==> src/rtl/multi_dataflow_in_buffer.sv <==
// multi_dataflow_in_buffer: job-framed input buffer between a streamer source
// and an engine sink. A start pulse latches the job length, the block accepts
// exactly that many words into a small registered FIFO, drains them downstream,
// then pulses done_o for one cycle.
module multi_dataflow_in_buffer #(
    parameter int unsigned DATA_WIDTH = 32,
    parameter int unsigned DEPTH      = 4
) (
    input  logic                      clk_i,
    input  logic                      rst_i,
    input  logic                      clear_i,
    input  logic                      start_i,
    input  logic [31:0]               len_i,
    input  logic [DATA_WIDTH-1:0]     in_data_i,
    input  logic [DATA_WIDTH/8-1:0]   in_strb_i,
    input  logic                      in_valid_i,
    output logic                      in_ready_o,
    output logic [DATA_WIDTH-1:0]     out_data_o,
    output logic [DATA_WIDTH/8-1:0]   out_strb_o,
    output logic                      out_valid_o,
    input  logic                      out_ready_i,
    output logic                      out_last_o,
    output logic                      busy_o,
    output logic                      done_o,
    output logic [31:0]               cnt_o,
    output logic [$clog2(DEPTH):0]    occ_o
);

    localparam int unsigned STRB_W = DATA_WIDTH / 8;
    localparam int unsigned AW     = $clog2(DEPTH);
    localparam int unsigned OW     = AW + 1;

    typedef enum logic [1:0] {
        S_IDLE  = 2'd0,
        S_RUN   = 2'd1,
        S_DRAIN = 2'd2,
        S_DONE  = 2'd3
    } state_t;

    state_t              r_state;
    state_t              w_state_nxt;
    logic [31:0]         r_len;
    logic [31:0]         r_in_cnt;
    logic [31:0]         r_cnt;
    logic [OW-1:0]       r_occ;
    logic [AW-1:0]       r_wptr;
    logic [AW-1:0]       r_rptr;
    logic [DATA_WIDTH-1:0] r_mem_data [DEPTH];
    logic [STRB_W-1:0]     r_mem_strb [DEPTH];

    logic                w_start;
    logic                w_push;
    logic                w_pop;
    logic                w_last_in;
    logic                w_last_out;

    // Handshake qualifiers; input side looks only at registered state so it
    // never depends on out_ready_i, and a full FIFO blocks even on a pop.
    assign w_start     = (r_state == S_IDLE) && start_i && !clear_i;
    assign in_ready_o  = (r_state == S_RUN) && (r_occ < OW'(DEPTH)) && (r_in_cnt < r_len);
    assign w_push      = in_valid_i && in_ready_o;
    assign out_valid_o = (r_occ != '0);
    assign w_pop       = out_valid_o && out_ready_i;
    assign w_last_in   = w_push && ((r_in_cnt + 32'd1) == r_len);
    assign w_last_out  = w_pop && ((r_cnt + 32'd1) == r_len);

    // Output decode from registered state and FIFO head.
    assign out_data_o = r_mem_data[r_rptr];
    assign out_strb_o = r_mem_strb[r_rptr];
    assign out_last_o = out_valid_o && (r_cnt == (r_len - 32'd1));
    assign busy_o     = (r_state == S_RUN) || (r_state == S_DRAIN);
    assign done_o     = (r_state == S_DONE);
    assign cnt_o      = r_cnt;
    assign occ_o      = r_occ;

    // State register.
    always_ff @(posedge clk_i or posedge rst_i) begin
        if (rst_i) begin
            r_state <= S_IDLE;
        end else begin
            r_state <= w_state_nxt;
        end
    end

    // Next-state logic; clear forces IDLE over any other transition.
    always_comb begin
        w_state_nxt = r_state;
        unique case (r_state)
            S_IDLE: begin
                if (start_i) begin
                    w_state_nxt = (len_i == 32'd0) ? S_DONE : S_RUN;
                end
            end
            S_RUN: begin
                if (w_last_in) begin
                    w_state_nxt = S_DRAIN;
                end
            end
            S_DRAIN: begin
                if (w_last_out) begin
                    w_state_nxt = S_DONE;
                end
            end
            S_DONE: begin
                w_state_nxt = S_IDLE;
            end
            default: begin
                w_state_nxt = S_IDLE;
            end
        endcase
        if (clear_i) begin
            w_state_nxt = S_IDLE;
        end
    end

    // Job length, word counters, FIFO pointers and occupancy.
    always_ff @(posedge clk_i or posedge rst_i) begin
        if (rst_i) begin
            r_len    <= '0;
            r_in_cnt <= '0;
            r_cnt    <= '0;
            r_occ    <= '0;
            r_wptr   <= '0;
            r_rptr   <= '0;
        end else if (clear_i) begin
            r_len    <= '0;
            r_in_cnt <= '0;
            r_cnt    <= '0;
            r_occ    <= '0;
            r_wptr   <= '0;
            r_rptr   <= '0;
        end else begin
            if (w_start) begin
                r_len    <= len_i;
                r_in_cnt <= '0;
                r_cnt    <= '0;
            end else begin
                if (w_push) begin
                    r_in_cnt <= r_in_cnt + 32'd1;
                end
                if (w_pop) begin
                    r_cnt <= r_cnt + 32'd1;
                end
            end
            if (w_push) begin
                r_wptr <= r_wptr + AW'(1);
            end
            if (w_pop) begin
                r_rptr <= r_rptr + AW'(1);
            end
            unique case ({w_push, w_pop})
                2'b10:   r_occ <= r_occ + OW'(1);
                2'b01:   r_occ <= r_occ - OW'(1);
                default: r_occ <= r_occ;
            endcase
        end
    end

    // FIFO storage; contents are only meaningful where occupancy says so.
    always_ff @(posedge clk_i) begin
        if (w_push) begin
            r_mem_data[r_wptr] <= in_data_i;
            r_mem_strb[r_wptr] <= in_strb_i;
        end
    end

endmodule

==> config.mk <==
export PLATFORM = sky130hd
export DESIGN_NAME = multi_dataflow_in_buffer
export DESIGN_NICKNAME = d
export VERILOG_FILES = /design/src/rtl/multi_dataflow_in_buffer.sv
export SDC_FILE = /design/constraint.sdc
export NUM_CORES = 1
export LEC_CHECK = 0
export CAP_MARGIN = 30
export CORE_UTILIZATION = 30
export DETAILED_ROUTE_END_ITERATION = 10
export HOLD_SLACK_MARGIN = 0.15
export RECOVER_POWER = 50
export SYNTH_ARGS = -nofsm -noshare
export SYNTH_HDL_FRONTEND = slang
export SYNTH_SLANG_ARGS = --single-unit
==> constraint.sdc <==
create_clock -name clk_i -period 6.4 [get_ports clk_i]
set_input_delay 1.28 -clock clk_i [delete_from_list [all_inputs] [get_ports clk_i]]
set_output_delay 1.28 -clock clk_i [all_outputs]
set_load 0.02 [all_outputs]
## Word-level counts from Yosys, hierarchy flattened

Memory sizes are Yosys's and may differ from the RTL's.
Index checks and enable logic that the tools add are counted.

- Bits in writable memories: 144
- Logic and storage cells: 72
- Register bits after elaboration: 105
- Bits in read-only memories: 0
- Input bits: 74
- Memories: 2
- Latch bits: 0

- Equal/unequal tests: 11
- Reduce and logical (&&, ||, !) cells: 21
- Add/subtract/negate cells: 7
- $lt $le $gt $ge: 2
- Shift operators: 0
- Divide/modulo/power cells: 0
- Multiplexer cells: 22
- Multiply operators: 0
- Bitwise gates (word level): 0

Memories:

| name | words | width | rd ports | clocked after Yosys merged registers in | wr ports | line | RTL |
|---|---|---|---|---|---|---|---|
| r_mem_data | 4 | 32 | 1 | 0 | 1 | 48 | `logic [DATA_WIDTH-1:0] r_mem_data [DEPTH];` |
| r_mem_strb | 4 | 4 | 1 | 0 | 1 | 49 | `logic [STRB_W-1:0] r_mem_strb [DEPTH];` |

Operators with widths:

| operator | count |
|---|---|
| 2-to-1 mux 32 bit | 8 |
| equality test 32 bit | 3 |
| adder 32 x 1 -> 32 bit, second input constant | 2 |
| zero test 32 bit | 1 |
| < comparator 32 bit | 1 |
| subtractor 32 x 1 -> 32 bit, second input constant | 1 |
| 2-to-1 mux 2 bit | 9 |
| nonzero test 3 bit | 4 |
| logical AND 1 bit | 9 |
| inequality test 3 bit, second input constant | 3 |
| case mux 2 bit (4 select lines) | 1 |
| equality test 2 bit, second input constant | 3 |
| case mux 3 bit (2 select lines) | 1 |
| nonzero test 2 bit | 3 |
| adder 2 x 1 -> 2 bit, second input constant | 2 |
| equality test 2 x 1 -> 1 bit, second input constant | 2 |
| adder 3 x 1 -> 3 bit, second input constant | 1 |
| < comparator 3 bit, second input constant | 1 |
| 2-to-1 mux 3 bit | 1 |
| AND reduction 3 bit | 1 |
| subtractor 3 x 1 -> 3 bit, second input constant | 1 |
| zero test 2 bit | 1 |
| 2-to-1 mux 1 bit | 2 |
| zero test 1 bit | 1 |
| logical OR 1 bit | 1 |

## Longest topological paths before layout

Gate-level depths: netlist of run 1.

- Depth in word-level cells: 8
- Mapped depth: 16
- Mapped depth without buffers: 14

## Worst setup path after synthesis of run 1

OpenSTA, ideal clock, no wires.

- Kind: register to output
- Start point: reg r_len[1]
- End point: out out_last_o
- Data required time: 5,120 ps
- Path slack: 1,793 ps
- Arrival time: 3,327 ps
- Cell stages (with the launch flop): 12
- Cell sequence: dfrtp_1 > inv_1 > ha_1 > nor4b_1 > nand2_1 > or3_1 > nor3_1 > nand3_1 > o211ai_1 > o211a_1 > o211ai_1 > nor4_1

- Longest elaborated chain between the ends: 3

RTL lines:

| element | line | RTL |
|---|---|---|
| start, declared | 42 | `logic [31:0] r_len;` |
| start signal, assigned | 134 | `r_len <= len_i;` |
| subtractor 32 x 1 -> 32 bit | 70 | `assign out_last_o = out_valid_o && (r_cnt == (r_len - 32'd1));` |
| equality test 32 bit | 70 |  |
| logical AND 1 bit | 70 |  |
| end, declared | 22 | `output logic out_last_o,` |

No other way between the ends.

## Final worst setup path of run 1

- Start point: reg r_len[5]
- End point: out out_last_o

Same word-level chain as after synthesis.

==> results of run 1 <==
## worst min-delay path, delay by kind of cell (launching register included)
kind | cells | cell delay [ns]
multiplexers | 1 | 0.09
flip-flops | 1 | 0.39
AND/OR/NAND/NOR | 1 | 0.09
## metal layers
layer | up-vias | routed length, um
li1 | 4834 | -
met1 | 5138 | 17600
met2 | 320 | 17800
met3 | 62 | 2510
met4 | 2 | 901
met5 | - | 13
## layout by cell type, fill, tap and decap left out, types with 51 or more instances in the layout
cell type,instances
nor3_1,51
clkdlybuf4s50_1,92
edfxtp_1,144
dfrtp_1,104
nor2_1,118
o21ai_0,55
xnor2_1,113
xor2_1,56
nand2_1,110
dlygate4sd3_1,57
## stage by stage
step | worst slack (ns) | util | hold slack [ns] | power (uW) | std cells
2_1_floorplan | 1.79 | - | 0.542 | 2840 | 1269
3_3_place_gp | 1.11 | 0.348 | 0.569 | 3360 | 1946
3_5_place_dp | 0.948 | 0.350 | 0.597 | 3380 | 1951
4_1_cts | 0.284 | 0.373 | 0.622 | 5150 | 2005
5_1_grt | 0.0633 | 0.373 | 0.637 | 5350 | 2007
6_report | 0.362 | 0.373 | 0.606 | 5100 | 2007
## flip-flops by register name, indices dropped and copies added, names as in the netlist
register / cells
r_mem_data: 128
cnt_o: 32
r_rptr: 2
r_mem_strb: 16
r_len: 32
occ_o: 3
r_wptr: 2
r_state: 2
r_in_cnt: 32
## kinds of logic after synthesis
| family | count (synthesis) |
|---|---|
| AO/OA/AOI/OAI | 164 |
| buffers and inverters | 128 |
| XOR/XNOR | 169 |
| flip-flops | 249 |
| multiplexers | 52 |
| AND/OR/NAND/NOR | 463 |
| adder cells (fa/ha/maj) | 44 |
## worst min path at each step
stage / to / slack (ns) / cells after the start
floorplan: r_wptr[1] / 0.54 / 2
global placement: r_wptr[1] / 0.57 / 2
detailed placement: r_wptr[1] / 0.60 / 2
CTS: r_wptr[1] / 0.62 / 2
global route: r_wptr[1] / 0.64 / 2
finish: r_wptr[1] / 0.61 / 2
## power by group through the flow
stage / Combinational [uW] / Clock, uW / Sequential, uW
2_1_floorplan: 947 / 0 / 1890
3_3_place_gp: 1410 / 0 / 1950
3_5_place_dp: 1420 / 0 / 1960
4_1_cts: 1430 / 1790 / 1930
5_1_grt: 1550 / 1850 / 1940
6_report: 1430 / 1740 / 1930
## cell type report
cell class                      instances  area share
Tap cell                              600      0.0444
Clock buffer                           30      0.0431
Multi-Input combinational cell        892       0.377
Inverter                               46      0.0103
Sequential cell                       249       0.411
Timing Repair Buffer                  166      0.0978
Clock inverter                         24      0.0165
==> impl_results.rst, run 1 <==
.. list-table::
   :header-rows: 1

   * - Metric
     - Value
   * - Count of flip-flops with a built-in enable after synthesis
     - 144
   * - Final max-slew violation count
     - 67
   * - Most used DFF post-synth
     - edfxtp_1
   * - Number of diodes added for antenna fixing
     - 0
   * - Largest family of logic cells by synthesized area
     - simple AND/OR/NAND/NOR gates
   * - Placed standard-cell area
     - 0.0159 mm^2
   * - Average routed wire per standard cell
     - 19.3 um
   * - Crit. path cell count
     - 9
   * - Switching component of the power
     - 1680 uW
   * - Arrival @ worst endpoint
     - 4.76 ns
   * - Cell Pwr Density
     - 301 mW/mm^2
   * - Footprint of the multi-input gates
     - 0.00638 mm^2
   * - Worst rel slew slack
     - -1.63
   * - Peak per-stage delay on the critical path
     - 0.72 ns
   * - Cell with the largest stage delay on the worst path
     - clkdlybuf4s50_1
   * - Initial DRC Count
     - 686
   * - Mux share of post-synthesis cell area
     - 0.0706
   * - Average footprint of a synthesized cell
     - 10.9 um^2
   * - Most common cell type on the critical path
     - nand4_1
   * - FF+latch count, synth
     - 249
   * - Endpoint required time on the critical path
     - 5.12 ns
   * - Vias in the first global route
     - 10.2k
   * - Period Utilization, post-route
     - 0.943
   * - Total Nets Final
     - 1502
   * - Die Width
     - 217 um
   * - Count of buffers from port buffering
     - 149
   * - Worst clock skew on the final layout
     - 0.0220 ns
   * - Reg-to-Reg Start
     - r_in_cnt[3]
   * - Leakage power
     - 0.00603 uW
   * - CP Capture Point
     - out_last_o
   * - Max_cap viols
     - 1
   * - Largest net degree at the start of global routing
     - 78
   * - Worst setup slack for register-to-register paths
     - 2.28 ns
   * - Met3 demand-to-capacity share in global routing
     - 0.0335
   * - Worst path buffer plus inverter count
     - 1
   * - Pint
     - 3420 uW
   * - Count of instances resized after the clock tree is built
     - 0
   * - Detailed-placement wirelength estimate
     - 28.3 mm
   * - Area growth from synthesis to final layout
     - 22.5%
   * - DRC violations left
     - 0
   * - Min-Delay Path Class
     - flip-flop to flip-flop
   * - Area fraction in compound gates after synthesis
     - 0.0765
   * - Number of setup buffers added after CTS
     - 0
   * - Fillers
     - 4496
   * - Clock power share
     - 0.341
   * - Fraction of synthesized cell area in xor and xnor cells
     - 0.107
   * - Fraction of met1 tracks used by global routing
     - 0.225
   * - Sequential share of power
     - 0.378
   * - Share of final-layout standard cells stronger than drive strength 1
     - 0.0888
   * - Die area
     - 0.0469 mm^2
   * - Max Fanout on Critical Path
     - 9
   * - Most frequent cell after synthesis
     - edfxtp_1
   * - Depth of the worst register-to-register path
     - 8
   * - All-layer global routing usage
     - 0.164
   * - Number of unique standard cell types used by synthesis
     - 70
   * - Core area
     - 0.0454 mm^2
   * - Yosys top cell by area
     - edfxtp_1
   * - Critical path launch point
     - r_len[5]
   * - Adder-cell share of the synthesized area
     - 0.0404
   * - Yosys synthesis warning count
     - 0
   * - Failing checks
     - max-capacitance violations, max-slew violations
   * - Final Hold Fails
     - 0
   * - Number of antenna violations at the first check in global routing
     - 1
   * - TNS Setup
     - 0 ns
   * - Storage element area
     - 0.00695 mm^2
   * - Worst-case vdd ir drop
     - 0.000254 V
   * - Slew at the pin closest to its max-slew limit
     - 3.94 ns
   * - Category of the worst setup path launch point
     - flip-flop
   * - H-Tree Depth
     - 1
   * - Part of the power in combinational logic
     - 0.281
   * - Worst Setup End Kind
     - output pin
   * - Area of all placed cells without fillers
     - 0.0169 mm^2
   * - Worst setup path class
     - flip-flop to output pin
   * - Setup-violating endpoint count in the final report
     - 0
   * - Number of hold-repair buffers added at the cts stage
     - 0
   * - I/O pin total
     - 150
   * - Post-Syn Instances
     - 1269
   * - Buffer depth of the longest clock path
     - 3
   * - Peak Freq
     - 166 MHz
   * - Register area share after synthesis
     - 0.503
   * - Y dimension of the die
     - 217 um
   * - Worst-path cell chain
     - nor3_1 > nand4_1 > or4_1 > a2111oi_0 > nand2_1 > a21oi_1 > nand4_1 > nor4_1 > clkdlybuf4s50_1
   * - Clock sink total
     - 249
   * - Insertion delay to the later sink of the worst-skew pair
     - 0.58 ns
   * - Cell family with most CP delay
     - simple AND/OR/NAND/NOR gates
   * - Aggregate global routing overflow
     - 0
   * - Number of placement rows
     - 78
   * - CTS buffer count
     - 29
   * - Global-route wire length before repair
     - 59.9 mm
   * - Post-Syn Nets
     - 1387
   * - Antenna Violating Nets Remaining
     - 0
   * - DRT Wirelength
     - 38.8 mm
   * - Vias per cell
     - 5.16
   * - Cell types with the highest counts after synthesis
     - edfxtp_1, nor2_1, xnor2_1
   * - Run status
     - finished with violations
   * - Area share of the leading cell type in the synthesized netlist
     - 0.313
   * - Via count
     - 10.4k
   * - Syn Std Cell Area
     - 0.0138 mm^2
   * - GPL Wtd Cong
     - 0.881
   * - Met2 layer usage reported by global route
     - 0.259
   * - Startpoint of the worst hold path
     - r_wptr[1]
   * - Shortest period the worst path allows
     - 6.04 ns
   * - Starting utilization of the core area
     - 0.304
   * - Post-synth ARST share
     - 0.422
   * - Biggest area contributors in the synthesized netlist
     - edfxtp_1, dfrtp_1, xnor2_1
   * - Clock tree from TritonCTS
     - done
   * - Clock transition at the registers of the reported paths
     - 0.07 ns
   * - R2r endpoint
     - r_state[0]
   * - Sw Ratio
     - 0.329
   * - Master cell of the clock root buffer
     - clkbuf_16
   * - DRT Pass-1 Iters
     - 5
   * - RSZ-0062 raised after global routing
     - false
   * - Simple-gate share of the synthesized area
     - 0.166
   * - Peak-usage layer in the global routing report
     - met2
(Power assumes the default switching activity.)
==> run 2: changes to the inputs <==
--- a/config.mk
+++ b/config.mk
@@ -8,7 +8,6 @@
 export CAP_MARGIN = 30
 export CORE_UTILIZATION = 30
 export DETAILED_ROUTE_END_ITERATION = 10
-export HOLD_SLACK_MARGIN = 0.15
 export RECOVER_POWER = 50
 export SYNTH_ARGS = -nofsm -noshare
 export SYNTH_HDL_FRONTEND = slang
==> constraint.sdc (replaced) <==
create_clock -name clk_i -period 6.4 [get_ports clk_i]
set_input_delay 0.96 -clock clk_i [delete_from_list [all_inputs] [get_ports clk_i]]
set_output_delay 0.96 -clock clk_i [all_outputs]
set_load 0.02 [all_outputs]
==> run 2 against run 1 <==
  * Clock-buffer cell count increased by 9
  * First-iteration DRC count increased by 11%
  * Combinational power about the same
  * Clock skew increased by 0.024 ns
  * Core utilization decreased by 0.061 points
  * Hold slack got worse by 0.013 ns
  * Critical path depth unchanged
  * Clock power about the same
  * Final cell count about the same
  * Register-to-register slack got worse by 0.04 ns
  * The run still ends with max-capacitance violations, max-slew violations left
  * Global-route usage about the same
  * Total power decreased by 0.70%
==> impl_results.rst, run 2 (synthesized netlist as in run 1, its figures left out) <==
.. list-table::
   :header-rows: 1

   * - Metric
     - Value
   * - Run status
     - finished with violations
   * - Failing checks
     - max-capacitance violations, max-slew violations
   * - Worst-path cell chain
     - nor4_1 > nand4_1 > nor3_1 > nand2_1 > or4_1 > a21oi_1 > nand4_1 > nor4_1 > clkdlybuf4s50_1
   * - Y dimension of the die
     - 217 um (unchanged)
   * - Final Worst Setup Slack
     - 0.685 ns (+0.323 ns)
   * - Clock tree from TritonCTS
     - done
   * - Peak per-stage delay on the critical path
     - 0.71 ns (about the same)
   * - Worst-case vdd ir drop
     - 0.000192 V (-24%)
   * - Share of final-layout standard cells stronger than drive strength 1
     - 0.0827 (-0.00616)
   * - Clock sink total
     - 249 (unchanged)
   * - DR WL met3
     - 2.08 mm (-17%)
   * - Period Utilization, post-route
     - 0.893 (-0.0504)
   * - Number of setup buffers added after CTS
     - 0 (unchanged)
   * - I/O pin total
     - 150 (unchanged)
   * - Cell family with most CP delay
     - simple AND/OR/NAND/NOR gates
   * - H-Tree Depth
     - 1 (unchanged)
   * - Worst clock skew on the final layout
     - 0.0462 ns (+0.0241 ns)
   * - Arrival @ worst endpoint
     - 4.76 ns (about the same)
   * - Vias in the first global route
     - 10.3k (+0.20%)
   * - Worst rel slew slack
     - -0.484 (+1.14)
   * - Cell with the largest stage delay on the worst path
     - clkdlybuf4s50_1
   * - Largest net degree at the start of global routing
     - 62 (-21%)
   * - Fillers
     - 4514 (+0.40%)
   * - TNS Setup
     - 0 ns (unchanged)
   * - Number of flip-flops under the largest register name
     - 128 (unchanged)
   * - Antenna Violating Nets Remaining
     - 0 (unchanged)
   * - Clock transition at the registers of the reported paths
     - 0.06 ns (about the same)
   * - Count of buffers from port buffering
     - 149 (unchanged)
   * - RSZ-0062 raised after global routing
     - false
   * - DRC violations left
     - 0 (unchanged)
   * - Detailed-placement wirelength estimate
     - 28.3 mm (about the same)
   * - Crit. path cell count
     - 9 (unchanged)
   * - Met1 wire length
     - 17.5 mm (-0.23%)
   * - Insertion delay to the later sink of the worst-skew pair
     - 0.59 ns (about the same)
   * - Aggregate global routing overflow
     - 0 (unchanged)
   * - Number of hold-repair buffers added at the cts stage
     - 0 (unchanged)
   * - Vias per cell
     - 5.20 (+0.79%)
   * - Number of antenna violations at the first check in global routing
     - 0 (-1)
   * - GPL Wtd Cong
     - 0.905 (+2.7%)
   * - Initial DRC Count
     - 764 (+11%)
   * - Category of the worst setup path launch point
     - flip-flop
   * - Final Hold Fails
     - 0 (unchanged)
   * - CTS buffer count
     - 29 (unchanged)
   * - Starting utilization of the core area
     - 0.304 (unchanged)
   * - Setup-violating endpoint count in the final report
     - 0 (unchanged)
   * - Master cell of the clock root buffer
     - clkbuf_16
   * - Commonest non-fill, non-tap cells in the layout
     - edfxtp_1, nor2_1, xnor2_1
   * - Pre-CTS setup slack
     - 1.32 ns (+0.372 ns)
   * - All-layer global routing usage
     - 0.164 (+0.000462)
   * - Average routed wire per standard cell
     - 19.3 um (-0.16%)
   * - Buffer depth of the longest clock path
     - 3 (unchanged)
   * - Via count
     - 10.4k (+0.69%)
   * - Die area
     - 0.0469 mm^2 (unchanged)
   * - Total Nets Final
     - 1500 (-0.13%)
   * - Depth of the worst register-to-register path
     - 9 (+1)
   * - Worst path buffer plus inverter count
     - 1 (unchanged)
   * - Global-route wire length before repair
     - 59.9 mm (about the same)
   * - Peak Freq
     - 175 MHz (+5.6%)
   * - Final Util
     - 0.372 (-0.000607)
   * - Worst Setup End Kind
     - output pin
   * - Worst setup path class
     - flip-flop to output pin
   * - Amount of wire on met2 after detailed routing
     - 18.1 mm (+1.7%)
   * - Max_cap viols
     - 2 (+1)
   * - Most common cell after layout, fill and taps aside
     - edfxtp_1
   * - Register containing the most flip-flops in the final layout
     - r_mem_data
   * - Top routing layer used
     - met4
   * - Final worst hold slack
     - 0.593 ns (-0.0126 ns)
   * - Endpoint required time on the critical path
     - 5.44 ns (+0.32 ns)
   * - Cell Pwr Density
     - 300 mW/mm^2 (-0.54%)
   * - Min-Delay Path Class
     - flip-flop to flip-flop
   * - Shortest period the worst path allows
     - 5.72 ns (-0.323 ns)
   * - Max Fanout on Critical Path
     - 10 (+1)
   * - Die Width
     - 217 um (unchanged)
   * - Number of placement rows
     - 78 (unchanged)
   * - Slew at the pin closest to its max-slew limit
     - 2.21 ns (-1.73 ns)
   * - Final max-slew violation count
     - 108 (+61%)
   * - DRT Pass-1 Iters
     - 5 (unchanged)
   * - Leakage power
     - 0.00598 uW (-0.85%)
   * - Worst Hold Depth
     - 2 (unchanged)
   * - Area growth from synthesis to final layout
     - 22.3%
   * - Core area
     - 0.0454 mm^2 (unchanged)
   * - DRT Wirelength
     - 38.7 mm (-0.26%)
   * - Count of instances resized after the clock tree is built
     - 0 (unchanged)
-- run 2: changes by cell type in the layout (fill, tap and decap cells not counted), sizes merged --
cell	previous run	this run
clkbuf	33	40
dlygate4sd3	57	40
clkinvlp	6	1
inv	50	46
clkinv	10	8
clkdlybuf4s50	92	109
diode	0	2
-- run 2: area by class of cell --
cell class	instances	area (um^2)	area share
inverters	46	174	0.0103
multi-input cells	892	6370	0.377
well taps	600	751	0.0444
diodes	2	5.00	0.000296
repair buffers	164	1650	0.0976
clock inverters	13	181	0.0107
clock buffers	39	813	0.0481
flip-flops and latches	249	6950	0.412
-- run 2: path summary, 6_finish.rpt --
check	startpoint	end	slack, ns
max	r_len[8]	out_last_o	0.68
min	cnt_o[31]	cnt_o[31]	0.59
max reg2reg	r_in_cnt[1]	r_state[0]	2.24
min reg2reg	cnt_o[31]	cnt_o[31]	0.59
max in group asynchronous	rst_i	r_in_cnt[6]	2.60
min in group asynchronous	rst_i	r_rptr[0]	1.48
-- run 2: metrics by stage --
step | power (uW) | area (um^2) | instances
after floorplan | 2840 | 13800 | 1269
after global routing | 5300 | 16900 | 2003
final | 5060 | 16900 | 2005
after global placement | 3350 | 15800 | 1945
after detailed placement | 3380 | 15900 | 1950
after CTS | 5110 | 16900 | 2002
-- run 2: power breakdown --
| group | internal [uW] | switching, uW |
|---|---|---|
| logic | 604 | 830 |
| registers | 1800 | 109 |
| clock network | 1050 | 666 |
-- run 2: tightest hold or removal path: cells and delay by family, from the launching register on --
family / cells / cell delay (ns)
flip-flops: 1 / 0.39
XOR/XNOR: 1 / 0.09
AND/OR/NAND/NOR: 1 / 0.07
-- run 2: routing by layer --
layer / vias up / GRT usage
met4: 0 / 0.0465
met5: - / 0
met1: 5244 / 0.226
li1: 4824 / -
met2: 306 / 0.266
met3: 53 / 0.0255
==> run 3: changes to the inputs <==
--- a/config.mk
+++ b/config.mk
@@ -8,6 +8,8 @@
 export CAP_MARGIN = 30
 export CORE_UTILIZATION = 30
 export DETAILED_ROUTE_END_ITERATION = 10
+export GPL_TIMING_DRIVEN = 0
+export PLACE_DENSITY = 0.51
 export RECOVER_POWER = 50
 export SYNTH_ARGS = -nofsm -noshare
 export SYNTH_HDL_FRONTEND = slang
==> run 3 against run 2 <==
  * Non-clock buffer count grew 72
  * Critical path type unchanged
  * Total power shrank 1.1%
  * Worst setup slack lost 0.33 ns
  * The run still ends with max-capacitance violations, max-slew violations left
  * Maximum frequency shrank 5.4%
  * Via count grew 1.2%
  * Sequential cell count is the same
  * Die area is the same
  * Wire length grew 8.4%
  * Cell area grew 1.1%
  * Core utilization grew 0.43 points
  * Sequential power is essentially flat
  * Largest cell class unchanged
  * Clock skew shrank 0.032 ns
==> impl_results.rst, run 3 (synthesized netlist as in run 1, its figures left out) <==
.. list-table::
   :header-rows: 1

   * - Metric
     - Value
   * - Run status
     - finished with violations
   * - Failing checks
     - max-capacitance violations, max-slew violations
   * - Global-route wire length before repair
     - 64.7 mm (+8.1%)
   * - Largest net degree at the start of global routing
     - 72 (+16%)
   * - Startpoint of the worst hold path
     - cnt_o[31]
   * - Insertion delay to the later sink of the worst-skew pair
     - 0.58 ns (about the same)
   * - Worst rel slew slack
     - -1.24 (-0.753)
   * - Share of final-layout standard cells stronger than drive strength 1
     - 0.0759 (-0.00680)
   * - Clock power share
     - 0.320 (-0.019)
   * - Average routed wire per standard cell
     - 20.2 um (+4.7%)
   * - Worst setup path class
     - flip-flop to output pin
   * - Slew at the pin closest to its max-slew limit
     - 3.36 ns (+1.14 ns)
   * - Cell Pwr Density
     - 293 mW/mm^2 (-2.3%)
   * - Min-Delay Path Class
     - flip-flop to flip-flop
   * - Endpoint required time on the critical path
     - 5.44 ns (about the same)
   * - Area growth from synthesis to final layout
     - 23.7%
   * - Number of placement rows
     - 78 (unchanged)
   * - Storage element area
     - 0.00695 mm^2 (about the same)
   * - All-layer global routing usage
     - 0.179 (+0.0150)
   * - Part of the power in combinational logic
     - 0.304 (+0.021)
   * - Max_cap viols
     - 2 (unchanged)
   * - Die area
     - 0.0469 mm^2 (unchanged)
   * - Count of buffers from port buffering
     - 148 (-0.67%)
   * - Starting utilization of the core area
     - 0.304 (unchanged)
   * - H-Tree Depth
     - 1 (unchanged)
   * - DRT Pass-1 Iters
     - 5 (unchanged)
   * - Worst setup slack for register-to-register paths
     - 1.97 ns (-0.27 ns)
   * - Worst clock skew on the final layout
     - 0.0145 ns (-0.0316 ns)
   * - Cell family with most CP delay
     - simple AND/OR/NAND/NOR gates
   * - Number of flip-flops under the largest register name
     - 128 (unchanged)
   * - Final worst hold slack
     - 0.601 ns (+0.00806 ns)
   * - Leakage power
     - 0.00604 uW (+1.0%)
   * - Detailed-placement wirelength estimate
     - 31.7 mm (+12%)
   * - Total Nets Final
     - 1572 (+4.8%)
   * - Clock transition at the registers of the reported paths
     - 0.06 ns (about the same)
   * - Pint
     - 3340 uW (-3.4%)
   * - Final max-slew violation count
     - 108 (unchanged)
   * - Vias per cell
     - 5.08 (-2.3%)
   * - Peak per-stage delay on the critical path
     - 0.77 ns (+0.06 ns)
   * - Arrival @ worst endpoint
     - 5.08 ns (+0.32 ns)
   * - Y dimension of the die
     - 217 um (unchanged)
   * - Setup-violating endpoint count in the final report
     - 0 (unchanged)
   * - Number of diodes added for antenna fixing
     - 0 (-2)
   * - Register containing the most flip-flops in the final layout
     - r_mem_data
   * - Buffer depth of the longest clock path
     - 3 (unchanged)
   * - Fillers
     - 4532 (+0.40%)
   * - CTS buffer count
     - 29 (unchanged)
   * - Worst-case vdd ir drop
     - 0.000204 V (+6.4%)
   * - Number of antenna violations at the first check in global routing
     - 1 (+1)
   * - Category of the worst setup path launch point
     - flip-flop
   * - Most common cell after layout, fill and taps aside
     - edfxtp_1
   * - Cell with the largest stage delay on the worst path
     - a2111oi_0
   * - Endpoint of the worst hold path
     - cnt_o[31]
   * - Clock sink total
     - 249 (unchanged)
   * - Via count
     - 10.5k (+1.2%)
   * - Reg-to-Reg Start
     - r_len[12]
   * - DRC violations left
     - 0 (unchanged)
   * - RSZ-0062 raised after global routing
     - false
   * - Worst path buffer plus inverter count
     - 2 (+1)
   * - Core area
     - 0.0454 mm^2 (unchanged)
   * - Depth of the worst register-to-register path
     - 12 (+3)
   * - Period Utilization, post-route
     - 0.944 (+0.0511)
   * - Initial DRC Count
     - 685 (-10%)
   * - DRT Wirelength
     - 41.9 mm (+8.4%)
   * - Sequential share of power
     - 0.376 (about the same)
   * - Met3 demand-to-capacity share in global routing
     - 0.0244 (-0.00112)
   * - Switching component of the power
     - 1670 uW (+3.8%)
   * - Footprint of the multi-input gates
     - 0.00637 mm^2 (+0.14%)
   * - Fraction of met1 tracks used by global routing
     - 0.261 (+0.0358)
   * - Worst Setup End Kind
     - output pin
   * - R2r endpoint
     - r_wptr[1]
   * - Max Fanout on Critical Path
     - 9 (-1)
   * - I/O pin total
     - 150 (unchanged)
   * - Antenna Violating Nets Remaining
     - 0 (unchanged)
   * - Sw Ratio
     - 0.333 (+0.0159)
   * - Peak Freq
     - 165 MHz (-5.4%)
   * - Clock tree from TritonCTS
     - done
   * - Met2 layer usage reported by global route
     - 0.278 (+0.0115)
   * - Master cell of the clock root buffer
     - clkbuf_16
   * - Vias in the first global route
     - 10.6k (+2.9%)
   * - Worst Hold Depth
     - 2 (unchanged)
   * - Shortest period the worst path allows
     - 6.04 ns (+0.327 ns)
   * - Final Hold Fails
     - 0 (unchanged)
   * - GPL Wtd Cong
     - 0.884 (-2.3%)
   * - Commonest non-fill, non-tap cells in the layout
     - edfxtp_1, nor2_1, xnor2_1
   * - Aggregate global routing overflow
     - 0 (unchanged)
   * - Die Width
     - 217 um (unchanged)
   * - Worst-path cell chain
     - clkbuf_1 > nor3_1 > nand4_1 > or4_1 > a2111oi_0 > nand2_1 > a21oi_1 > nand4_1 > nor4_1 > clkdlybuf4s50_1
   * - Peak-usage layer in the global routing report
     - met2
   * - Number of setup buffers added after CTS
     - 0 (unchanged)
   * - Most common cell type on the critical path
     - nand4_1
   * - TNS Setup
     - 0 ns (unchanged)
-- run 3: changes by cell type in the layout (fill, tap and decap cells not counted), moves of 2 or more --
| cell | previous run | this run |
|---|---|---|
| buf_16 | 0 | 2 |
| buf_1 | 1 | 6 |
| clkinv_1 | 2 | 5 |
| clkbuf_1 | 5 | 74 |
| buf_4 | 9 | 0 |
| dlygate4sd3_1 | 40 | 37 |
| clkdlybuf4s50_1 | 109 | 111 |
| clkbuf_8 | 5 | 1 |
| bufinv_16 | 4 | 2 |
| buf_12 | 4 | 2 |
| diode_2 | 2 | 0 |
| buf_6 | 0 | 2 |
| buf_2 | 0 | 9 |
-- run 3: final cells by class --
| cell class | instances | area share |
|---|---|---|
| Inverter | 46 | 0.0102 |
| Clock inverter | 15 | 0.00806 |
| Tap cell | 600 | 0.0439 |
| Timing Repair Buffer | 154 | 0.0933 |
| Buffer | 82 | 0.0195 |
| Sequential cell | 249 | 0.407 |
| Multi-Input combinational cell | 892 | 0.373 |
| Clock buffer | 38 | 0.0450 |
-- run 3: worst max path at each step --
stage	startpoint	endpoint	slack [ns]	depth (start not counted)
finish	r_len[5]	out_last_o	0.36	10
global route	r_len[8]	out_last_o	0.04	11
CTS	r_len[8]	out_last_o	0.14	10
detailed placement	r_len[8]	out_last_o	0.79	10
global placement	rst_i	r_in_cnt[22]	0.65	2
floorplan	r_len[1]	out_last_o	2.11	11
-- run 3: metal layers --
| layer | share of wire | routed length, um |
|---|---|---|
| met5 | 0.00026 | 11 |
| met1 | 0.48 | 20300 |
| met4 | 0.019 | 799 |
| met3 | 0.052 | 2200 |
| met2 | 0.44 | 18600 |
-- run 3: stage by stage --
| step | cells | setup slack, ns | power [uW] | area, um^2 | util |
|---|---|---|---|---|---|
| floorplan | 1269 | 2.11 | 2840 | 13800 | - |
| global placement | 2017 | 0.653 | 3410 | 16000 | 0.354 |
| detailed placement | 2022 | 0.795 | 3430 | 16200 | 0.357 |
| CTS | 2075 | 0.140 | 5050 | 17100 | 0.377 |
| global route | 2076 | 0.0415 | 5240 | 17100 | 0.376 |
| finish | 2076 | 0.357 | 5000 | 17100 | 0.376 |
-- run 3: power by group through the flow --
stage	combinational, uW	sequential, uW	clock (uW)
3_3_place_gp	1500	1910	0
5_1_grt	1650	1890	1700
4_1_cts	1530	1880	1640
3_5_place_dp	1520	1910	0
6_report	1520	1880	1600
2_1_floorplan	947	1890	0
-- run 3: what timing repair did --
action                                  CTS  global route
gates resized for setup                   0             2
hold buffers                              0             0
endpoints found under the setup margin    0             1
-- run 3: worst register-to-register path: stages (launching register included) --
cell and delay (ns):
dfrtp_1 0.38, clkbuf_1 0.43, inv_1 0.33, ha_1 0.39, and3_1 0.15, nand4_1 0.14, or2_2 0.33, a41oi_1 0.32
nand3b_1 0.19, clkbuf_1 0.62, clkbuf_1 0.68, mux2i_1 0.28, nor2_1 0.05
